File: config.mk
export PLATFORM = sky130hd
export DESIGN_NAME = rr_arbiter_8_flat
export DESIGN_NICKNAME = d
export VERILOG_FILES = /design/src/rtl/rr_arbiter_8_if.sv /design/src/rtl/rr_arbiter_8.sv /design/src/flat_wrapper.sv
export SDC_FILE = /design/constraint.sdc
export NUM_CORES = 1
export LEC_CHECK = 0
export ABC_AREA = 0
export BUFFER_PORTS_ARGS = -buffer_cell sky130_fd_sc_hd__buf_2
export CORE_MARGIN = 4
export CORE_UTILIZATION = 35
export DETAILED_ROUTE_END_ITERATION = 6
export SKIP_CTS_REPAIR_TIMING = 1
export SLEW_MARGIN = 20
export SYNTH_ARGS = -nofsm -noshare
export SYNTH_HDL_FRONTEND = slang
export SYNTH_SLANG_ARGS = --single-unit
File: constraint.sdc
create_clock -name clk -period 5.1 [get_ports clk]
set_clock_uncertainty 0.05 [all_clocks]
set_input_delay 0.51 -clock clk [delete_from_list [all_inputs] [get_ports clk]]
set_output_delay 0.51 -clock clk [all_outputs]
set_load 0.03 [all_outputs]
File: src/rtl/rr_arbiter_8_if.sv
// Request/grant bundle between requesters and the 8-way arbiter.
// The master drives requests and done; the slave returns the grant.
interface rr_arbiter_8_if;
  logic [7:0] req;
  logic       done;
  logic [7:0] gnt;
  logic       gnt_valid;
  logic       timeout;

  modport master (
    output req,
    output done,
    input  gnt,
    input  gnt_valid,
    input  timeout
  );

  modport slave (
    input  req,
    input  done,
    output gnt,
    output gnt_valid,
    output timeout
  );
endinterface

File: src/rtl/rr_arbiter_8.sv
// Eight-input round-robin arbiter with registered one-hot grant.
// Grants are held until done, request drop or the hold limit.
module rr_arbiter_8 #(
  parameter int unsigned MAX_HOLD = 16
) (
  input logic          clk,
  input logic          rst,
  rr_arbiter_8_if.slave bus
);

  localparam logic [7:0] HOLD = 8'(MAX_HOLD);

  typedef enum logic {
    IDLE,
    GRANT
  } state_t;

  state_t     state, state_n;
  logic [2:0] ptr, ptr_n;
  logic [2:0] owner, owner_n;
  logic [7:0] hold_cnt, cnt_n;
  logic [7:0] gnt_q, gnt_n;
  logic       to_q, to_n;

  logic [15:0] dbl;
  logic [7:0]  rot;
  logic [2:0]  off;
  logic [2:0]  sel;
  logic        hit;

  // Rotate so bit 0 is the current highest-priority requester.
  always_comb begin
    dbl = {bus.req, bus.req};
    rot = 8'(dbl >> ptr);
    off = 3'd0;
    for (int j = 7; j >= 0; j--) begin
      if (rot[j]) off = 3'(j);
    end
    sel = ptr + off;
  end

  assign hit = (HOLD != 8'd0) && (hold_cnt == HOLD);

  always_comb begin
    state_n = state;
    ptr_n   = ptr;
    owner_n = owner;
    cnt_n   = hold_cnt;
    gnt_n   = gnt_q;
    to_n    = 1'b0;
    unique case (state)
      IDLE: begin
        gnt_n = 8'd0;
        if (|bus.req) begin
          state_n = GRANT;
          owner_n = sel;
          gnt_n   = 8'd1 << sel;
          cnt_n   = 8'd1;
          ptr_n   = sel + 3'd1;
        end
      end
      GRANT: begin
        if (bus.done || !bus.req[owner]) begin
          state_n = IDLE;
          gnt_n   = 8'd0;
        end else if (hit) begin
          state_n = IDLE;
          gnt_n   = 8'd0;
          to_n    = 1'b1;
        end else begin
          cnt_n = hold_cnt + 8'd1;
        end
      end
      default: begin
        state_n = IDLE;
        gnt_n   = 8'd0;
      end
    endcase
  end

  always_ff @(posedge clk) begin
    if (rst) begin
      state    <= IDLE;
      ptr      <= 3'd0;
      owner    <= 3'd0;
      hold_cnt <= 8'd0;
      gnt_q    <= 8'd0;
      to_q     <= 1'b0;
    end else begin
      state    <= state_n;
      ptr      <= ptr_n;
      owner    <= owner_n;
      hold_cnt <= cnt_n;
      gnt_q    <= gnt_n;
      to_q     <= to_n;
    end
  end

  assign bus.gnt       = gnt_q;
  assign bus.gnt_valid = |gnt_q;
  assign bus.timeout   = to_q;

endmodule

File: src/flat_wrapper.sv
// flat-port wrapper written by rule: the top's interface ports become plain ports
module rr_arbiter_8_flat 
#(
  parameter int unsigned MAX_HOLD = 16
)
  (clk, rst, bus_req, bus_done, bus_gnt, bus_gnt_valid, bus_timeout);
  rr_arbiter_8_if bus_i ();
  input logic clk;
  input logic rst;
  input wire logic [$bits(bus_i.req)-1:0] bus_req;
  input wire logic [$bits(bus_i.done)-1:0] bus_done;
  output wire logic [$bits(bus_i.gnt)-1:0] bus_gnt;
  output wire logic [$bits(bus_i.gnt_valid)-1:0] bus_gnt_valid;
  output wire logic [$bits(bus_i.timeout)-1:0] bus_timeout;
  assign bus_i.req = bus_req;
  assign bus_i.done = bus_done;
  assign bus_gnt = bus_i.gnt;
  assign bus_gnt_valid = bus_i.gnt_valid;
  assign bus_timeout = bus_i.timeout;
  rr_arbiter_8 #(.MAX_HOLD(MAX_HOLD)) u_core (.clk(clk), .rst(rst), .bus(bus_i));
endmodule
==> results.py, run 1 <==
metrics = {
    "detailed_routing": {
        "routed_wl_microns": 3730,
        "first_pass_iters": 4,
        "viasPerCell": 5.39,
        "vias": 1489,
        "drcViolationCount": 0,
        "avgRoutedWirePerCell_microns": 13.5,
        "ant_nets": 0,
        "drtIter0Drc": 126,
    },
    "flow_run": {
        "maxCapViolCount": 0,
    },
    "synth": {
        "synthAdderAreaFrac": 0.0687,
        "yosysTopAreaCell": "dfxtp_1",
        "synthCells": 194,
        "synth_xor_area_frac": 0.0301,
        "synth_cell_types": 38,
        "synth-simple-area-share": 0.174,
        "synth_compound_gate_area_share": 0.148,
        "ys.flop_type": "dfxtp_1",
        "synth.avg_cell_area_sq_um": 9.01,
        "async_flop_share": 0,
        "yosysWarnings": 0,
        "synthMuxAreaShare": 0.255,
        "ys_top_cells_by_area": "dfxtp_1 27%, mux4_2 14%, mux2i_1 7.4%, ha_1 5.7%, nor2_1 5.6%",
        "synth_edf_count": 0,
        "ys_ff_latch": 24,
        "seq_area_frac_synth": 0.275,
        "synth_top_family_by_area": "multiplexers",
        "synth_top_area_frac": 0.275,
        "syn-num-nets": 214,
        "synth.cell_area_sq_mm": 0.00175,
    },
    "cts": {
        "cts.sinks": 24,
        "clk_latency_ns": 0.27,
        "cts_buffer_depth": 2,
        "cts_made_buffers": 3,
        "cts_tree": "done",
        "cts.htree.levels": 1,
        "clkTransAtPathRegs_ns": 0.08,
        "clockRootBuffer": "clkbuf_8",
    },
    "power_and_ir_drop": {
        "powerDensity_mw_per_mm2": 475,
        "power_leakage_nw": 0.748,
        "ir_worst_vdd_uv": 209,
        "p_sw_uw": 409,
        "combPwrFrac": 0.564,
        "p_clk_frac": 0.119,
        "internal-power_uw": 512,
        "power_frac_seq": 0.317,
        "swShare": 0.444,
    },
    "die": {
        "initial_core_util": 0.365,
        "num_rows": 25,
        "die_area_sq_mm": 0.00619,
        "pin_count": 21,
        "core_area_sq_mm": 0.00479,
        "fp.dieH_microns": 78.7,
        "die_x_microns": 78.7,
    },
    "sta": {
        "hold_viol_final": 0,
        "tns_ns": 0,
        "drv_slew": 0,
        "finalSetupViolations": 0,
        "fin_crit_ns": 4.05,
        "rsz0062_at_grt": "false",
        "tightest_slew_ns": 0.776,
        "fin_crit_sh": 0.794,
        "timing.fmax_mhz": 247,
        "maxSlewHeadroom": 0.482,
    },
    "global_route": {
        "grt_pass1_wl_microns": 6560,
        "antenna_found_initial": 0,
        "grt_overflow": 0,
        "grt_use_total": 0.131,
        "grt_max_degree": 21,
        "grt_pass1_vias": 1375,
    },
    "placed_design": {
        "io_buffer_count": 20,
        "gp_congestion": 0.766,
        "dp_hpwl_microns": 2850,
        "place_inst": 273,
    },
    "final_layout": {
        "drive_above_1_share": 0.220,
        "layout-area-overhead-vs-synth_pct": 10.9,
        "utilization": 0.405,
        "nFillCells": 493,
        "fin_cells": 276,
        "n_antenna_cell": 0,
        "nNetsFinal": 231,
    },
    "critical_path": {
        "critical_path_class": "reg2reg",
        "startpoint_type": "register",
        "worst_ep_required_time_ns": 5.21,
        "arrival_ns": 4.16,
        "crit_fanout": 17,
        "crit_path_end_kind": "register",
    },
    "min_path": {
        "hold_path.class": "reg2reg",
    },
    "run_status": {
        "status": "finished, final reports clean",
    },
}
## metrics by stage
step           cell area [sq um]  setup slack (ns)  power, mW  hold WS, ns
2_1_floorplan               1750              1.39      0.706        0.409
3_3_place_gp                1900              1.17      0.813        0.433
3_5_place_dp                1900              1.10      0.817        0.422
4_1_cts                     1940              1.10      0.930        0.434
5_1_grt                     1940             0.822       1.01        0.464
6_report                    1940              1.05      0.920        0.427
## state kept, by name, summed over array words and instances (netlist names)
signal and cells:
u_core.state 1, u_core.owner 3, u_core.bus.timeout 1, u_core.hold_cnt 8
u_core.bus.gnt 8, u_core.ptr 3
## final cells by class
| type | count | area (sq um) | share of cell area |
|---|---|---|---|
| Clock buffer | 3 | 41.3 | 0.0213 |
| Inverter | 11 | 43.8 | 0.0226 |
| Multi-Input combinational cell | 150 | 1180 | 0.609 |
| Sequential cell | 24 | 480 | 0.248 |
| Tap cell | 67 | 83.8 | 0.0433 |
| Timing Repair Buffer | 21 | 108 | 0.0555 |
## layout by cell type (no fill, tap or decap), drive strengths merged, types with 3 or more instances in the layout
cell type,n
nand2b,3
nand3,3
a211oi,9
nor3,3
mux2i,13
nor2b,3
xnor2,6
nor2,26
buf,21
ha,8
inv,11
dfxtp,24
nand2,18
a21oi,10
o21ai,10
mux2,6
mux4,11
clkbuf,3
## synthesized netlist by cell type (3+ instances only)
cell and n:
nand2b_1 3, mux2i_1 13, buf_1 3, nor2_1 26
nor3_1 3, dfxtp_1 24, a21oi_1 9, nor2b_1 3
xnor2_1 6, mux4_2 11, clkbuf_1 3, mux2_2 6
nand3_1 3, ha_1 8, nand2_1 18, a211oi_1 8
inv_1 10, o21ai_0 10
## cell families after synthesis
family                   after synthesis
AO/OA/AOI/OAI                         39
XOR/XNOR                               6
buffers and inverters                 20
flip-flops                            24
AND/OR/NAND/NOR                       66
multiplexers                          30
adder cells (fa/ha/maj)                9
## per-layer routing
layer | share of wire | up-vias | global-route usage
li1 | - | 737 | -
met1 | 0.49 | 705 | 0.184
met2 | 0.45 | 42 | 0.197
met3 | 0.044 | 5 | 0.0206
met4 | 0.017 | 0 | 0.0559
met5 | 0 | - | 0
## worst max-delay path, stage by stage, from the launching register on
cell and delay (ns):
dfxtp_1 0.80, mux2_2 0.42, mux2_2 0.28, a211oi_1 0.27, a21oi_1 0.07, o31ai_1 0.24
ha_1 0.19, inv_1 0.05, fa_1 0.37, xnor2_1 0.15, xnor2_1 0.41, inv_1 0.15
ha_1 0.32, mux2i_1 0.13, nor2_1 0.05
## power by group through the flow
stage,Combinational [mW],Sequential (mW),Clock [mW]
after global routing,0.584,0.303,0.122
after global placement,0.517,0.296,0
after detailed placement,0.520,0.297,0
final,0.519,0.292,0.110
after CTS,0.523,0.293,0.115
after floorplan,0.427,0.279,0
## worst paths after layout
kind	start	to	slack, ns	cells after the start
min reg2reg	u_core.bus.gnt[0]	u_core.bus.gnt[0]	0.43	2
max	u_core.ptr[1]	u_core.ptr[2]	1.05	14
max reg2reg	u_core.ptr[1]	u_core.ptr[2]	1.05	14
min	u_core.bus.gnt[0]	u_core.bus.gnt[0]	0.43	2
Power figures use the tool's default switching activity.
==> inputs of run 2 (changes only) <==
==> constraint.sdc (replaced) <==
create_clock -name clk -period 3.8 [get_ports clk]
set_clock_uncertainty 0.05 [all_clocks]
set_input_delay 0.38 -clock clk [delete_from_list [all_inputs] [get_ports clk]]
set_output_delay 0.38 -clock clk [all_outputs]
set_load 0.03 [all_outputs]
==> run 2 against run 1 <==
Net effect:
- via count shrank 1.3%
- clock power grew 99%
- flip-flop and latch count is the same
- critical endpoint unchanged
- largest power group unchanged
==> results.py, run 2 (synthesis gave the netlist of run 1 again) <==
metrics = {
    "run_status": {
        "status": "finished, final reports clean",
    },
    "detailed_routing": {
        "ant_nets": 0,
        "drcViolationCount": 0,
        "vias": 1470,
        "viasPerCell": 5.21,
        "routed_wl_microns": 3830,
        "avgRoutedWirePerCell_microns": 13.6,
        "first_pass_iters": 4,
        "drtIter0Drc": 69,
    },
    "final_layout": {
        "n_antenna_cell": 0,
        "drive_above_1_share": 0.242,
        "final_area_sq_mm": 0.00201,
        "nNetsFinal": 236,
        "nFillCells": 495,
        "layout-area-overhead-vs-synth_pct": 14.7,
        "utilization": 0.419,
        "layout_common_cells": "26 x nor2_1, 24 x dfxtp_1, 20 x buf_2",
        "final_common_cell": "nor2_1",
    },
    "die": {
        "initial_core_util": 0.365,
        "die_x_microns": 78.7,
        "fp.dieH_microns": 78.7,
        "num_rows": 25,
        "core_area_sq_mm": 0.00479,
        "die_area_sq_mm": 0.00619,
        "pin_count": 21,
    },
    "placed_design": {
        "place_area_sq_mm": 0.00193,
        "gp_congestion": 0.921,
        "dp_hpwl_microns": 3010,
        "io_buffer_count": 20,
    },
    "cts": {
        "cts.sinks": 24,
        "clk_latency_ns": 0.26,
        "cts.htree.levels": 1,
        "clkTransAtPathRegs_ns": 0.09,
        "clockRootBuffer": "clkbuf_8",
        "cts_made_buffers": 3,
        "cts_tree": "done",
        "cts_buffer_depth": 2,
    },
    "critical_path": {
        "r2r_setup_slack_ns": 0.35,
        "critical_path_class": "reg2reg",
        "crit_path_end_kind": "register",
        "crit_fanout": 8,
        "reg2reg_depth": 14,
        "reg2reg_to": "u_core.ptr[2]",
        "arrival_ns": 3.55,
        "crit_start": "u_core.ptr[1]",
        "startpoint_type": "register",
        "worst_ep_required_time_ns": 3.91,
        "reg2reg_from": "u_core.ptr[1]",
        "crit_path_end": "u_core.ptr[2]",
    },
    "global_route": {
        "antenna_found_initial": 0,
        "grt_pass1_vias": 1381,
        "grt_max_degree": 16,
        "grt_overflow": 0,
        "grt_pass1_wl_microns": 6540,
        "grt_use_total": 0.128,
    },
    "flow_run": {
        "maxCapViolCount": 0,
    },
    "sta": {
        "fin_crit_ns": 3.45,
        "tns_ns": 0,
        "fin_crit_sh": 0.907,
        "maxSlewHeadroom": 0.726,
        "timing.fmax_mhz": 290,
        "drv_slew": 0,
        "finalSetupViolations": 0,
        "tightest_slew_ns": 0.411,
        "rsz0062_at_grt": "false",
        "hold_viol_final": 0,
    },
    "min_path": {
        "hold_path.class": "in2reg",
    },
    "power_and_ir_drop": {
        "powerDensity_mw_per_mm2": 672,
        "power_leakage_nw": 0.787,
        "p_total_mw": 1.35,
        "ir_worst_vdd_uv": 250,
    },
}
run 2: worst min-delay path by stage:
stage | from | endpoint | depth (start not counted)
floorplan | rst | u_core.bus.timeout | 1
global placement | u_core.bus.gnt[5] | u_core.bus.gnt[5] | 2
detailed placement | u_core.bus.gnt[1] | u_core.bus.gnt[1] | 2
CTS | bus_done | u_core.bus.timeout | 3
global route | bus_done | u_core.bus.timeout | 3
finish | bus_done | u_core.bus.timeout | 3
run 2: final cells by class:
type                       instances  area, sq um  area share
clock buffer                       3         41.3      0.0206
clock inverter                     1         30.0      0.0150
inverter                          11         43.8      0.0218
multi-input combinational        150         1180       0.589
sequential                        24          480       0.240
tap                               67         83.8      0.0418
timing repair buffer              26          145      0.0724
run 2: per-stage QoR:
stage	setup WS, ns	instances	hold slack (ns)
2_1_floorplan	0.0895	194	0.407
3_3_place_gp	0.450	278	0.418
3_5_place_dp	0.340	278	0.419
4_1_cts	0.339	282	0.355
5_1_grt	0.0891	282	0.354
6_report	0.353	282	0.360
run 2: per-layer routing:
metal | global-route usage | wire length [microns] | vias up
met5 | 0 | 0 | -
met4 | 0.0472 | 34 | 0
met3 | 0.0172 | 116 | 2
met2 | 0.198 | 1780 | 31
met1 | 0.180 | 1910 | 691
li1 | - | - | 746
run 2: report_power, final:
group | internal (mW) | switching [mW] | leakage (nW)
combinational | 0.343 | 0.433 | 0.555
clock | 0.141 | 0.0781 | 0.0357
sequential | 0.301 | 0.0524 | 0.196
run 2: worst max-delay path: stages, from the launching register on:
cell and delay [ns]:
dfxtp_1 0.51, mux2_2 0.39, mux2_2 0.27, a211oi_1 0.27, a21oi_1 0.07, o31ai_1 0.21
ha_1 0.18, inv_1 0.05, fa_1 0.37, xnor2_1 0.14, xnor2_1 0.24, inv_1 0.12
ha_1 0.30, mux2i_1 0.13, nor2_1 0.05
==> inputs of run 3 (changes only) <==
==> constraint.sdc (replaced) <==
create_clock -name clk -period 4.2 [get_ports clk]
set_clock_uncertainty 0.05 [all_clocks]
set_input_delay 0.42 -clock clk [delete_from_list [all_inputs] [get_ports clk]]
set_output_delay 0.42 -clock clk [all_outputs]
set_load 0.03 [all_outputs]
==> run 3 against run 2 <==
Net effect:
- worst setup slack gained 0.32 ns
- count of clock-buffer cells in the layout unchanged
- sequential share of layout area rose by 0.090 points
- non-clock buffer count decreased by 1
- wire length is 1.8% lower
- first-iteration DRC count is 1.4% lower
- global-route usage grew 0.16 points
- register-to-register slack improved by 0.32 ns
- fmax fell by 2.3%
- die area did not move
- combinational power down 12%
- cell count shrank 0.35%
- largest cell class unchanged
- highest routed layer unchanged
==> results.py, run 3 (synthesis gave the netlist of run 1 again) <==
metrics = {
    "run_status": {
        "status": "finished, final reports clean",
    },
    "cts": {
        "cts.htree.levels": 1,
        "clkTransAtPathRegs_ns": 0.09,
        "cts_made_buffers": 3,
        "cts_buffer_depth": 2,
        "cts_tree": "done",
        "clk_latency_ns": 0.26,
        "cts.sinks": 24,
        "clockRootBuffer": "clkbuf_8",
    },
    "placed_design": {
        "io_buffer_count": 20,
        "gp_congestion": 0.839,
        "place_inst": 277,
        "place_area_sq_mm": 0.00193,
        "place_ws_ns": 0.707,
        "dp_hpwl_microns": 2960,
    },
    "die": {
        "num_rows": 25,
        "fp.dieH_microns": 78.7,
        "core_area_sq_mm": 0.00479,
        "initial_core_util": 0.365,
        "die_x_microns": 78.7,
        "pin_count": 21,
        "die_area_sq_mm": 0.00619,
    },
    "sta": {
        "fin_crit_ns": 3.53,
        "fin_crit_sh": 0.840,
        "drv_slew": 0,
        "tightest_slew_ns": 0.482,
        "timing.fmax_mhz": 284,
        "finalSetupViolations": 0,
        "timing.hold.ws_ns": 0.399,
        "tns_ns": 0,
        "worst_slack_ns": 0.674,
        "maxSlewHeadroom": 0.678,
        "hold_viol_final": 0,
        "rsz0062_at_grt": "false",
    },
    "global_route": {
        "grt_max_degree": 16,
        "grt_pass1_wl_microns": 6520,
        "grt_use_total": 0.130,
        "grt_overflow": 0,
        "grt_pass1_vias": 1377,
        "antenna_found_initial": 0,
    },
    "final_layout": {
        "multi_input_area_sq_mm": 0.00118,
        "regArea_sq_um": 480,
        "n_antenna_cell": 0,
        "layout_common_cells": "26 x nor2_1, 24 x dfxtp_1, 20 x buf_2",
        "final_area_sq_mm": 0.00200,
        "nNetsFinal": 235,
        "layout-area-overhead-vs-synth_pct": 14.3,
        "nFillCells": 490,
        "final_common_cell": "nor2_1",
        "drive_above_1_share": 0.238,
        "fin_cells": 281,
    },
    "detailed_routing": {
        "viasPerCell": 5.30,
        "vias": 1490,
        "drtIter0Drc": 68,
        "routed_wl_microns": 3770,
        "first_pass_iters": 4,
        "drcViolationCount": 0,
        "ant_nets": 0,
        "avgRoutedWirePerCell_microns": 13.4,
    },
    "power_and_ir_drop": {
        "powerDensity_mw_per_mm2": 605,
        "ir_worst_vdd_uv": 307,
        "power_leakage_nw": 0.782,
    },
    "critical_path": {
        "crit_fanout": 8,
        "worst_ep_required_time_ns": 4.30,
        "startpoint_type": "register",
        "crit_path_end_kind": "register",
        "arrival_ns": 3.63,
        "critical_path_class": "reg2reg",
    },
    "flow_run": {
        "maxCapViolCount": 0,
    },
    "min_path": {
        "hold_path.class": "in2reg",
    },
}
-- run 3: power breakdown --
group	internal [mW]	switching, mW
Sequential	0.272	0.0532
Clock	0.127	0.0741
Combinational	0.304	0.378
Total	0.703	0.505
-- run 3: final timing paths --
check | from | endpoint | slack [ns] | cells after the start
worst max-delay path | u_core.ptr[1] | u_core.ptr[2] | 0.67 | 15
worst min-delay path | bus_done | u_core.bus.timeout | 0.40 | 3
worst max register to register | u_core.ptr[1] | u_core.ptr[2] | 0.67 | 15
worst min register to register | u_core.bus.gnt[2] | u_core.bus.gnt[2] | 0.43 | 2
-- run 3: layout make-up --
| cell class | count | share of cell area |
|---|---|---|
| inverters | 11 | 0.0219 |
| well taps | 67 | 0.0420 |
| clock buffers | 3 | 0.0207 |
| repair buffers | 25 | 0.0689 |
| clock inverters | 1 | 0.0150 |
| flip-flops and latches | 24 | 0.240 |
| multi-input cells | 150 | 0.591 |
-- run 3: metrics by stage --
stage | utilization | total power [mW]
after floorplan | - | 0.858
after global placement | 0.403 | 1.01
after detailed placement | 0.403 | 1.01
after CTS | 0.418 | 1.22
after global routing | 0.418 | 1.32
final | 0.418 | 1.21
-- run 3: routing by layer --
| metal | GRT usage | share of wire |
|---|---|---|
| met3 | 0.0138 | 0.042 |
| met4 | 0.0420 | 0.0090 |
| met2 | 0.212 | 0.46 |
| met1 | 0.177 | 0.49 |
| met5 | 0 | 0 |
-- run 3: critical path, stage by stage, from the launching register on --
cell and delay [ns]:
dfxtp_1 0.50, mux2_2 0.39, mux2_2 0.28, a211oi_1 0.29, a21oi_1 0.07, o31ai_1 0.22
ha_1 0.19, inv_1 0.05, fa_1 0.37, xnor2_1 0.18, xnor2_1 0.13, buf_4 0.15
inv_1 0.07, ha_1 0.29, mux2i_1 0.13, nor2_1 0.06
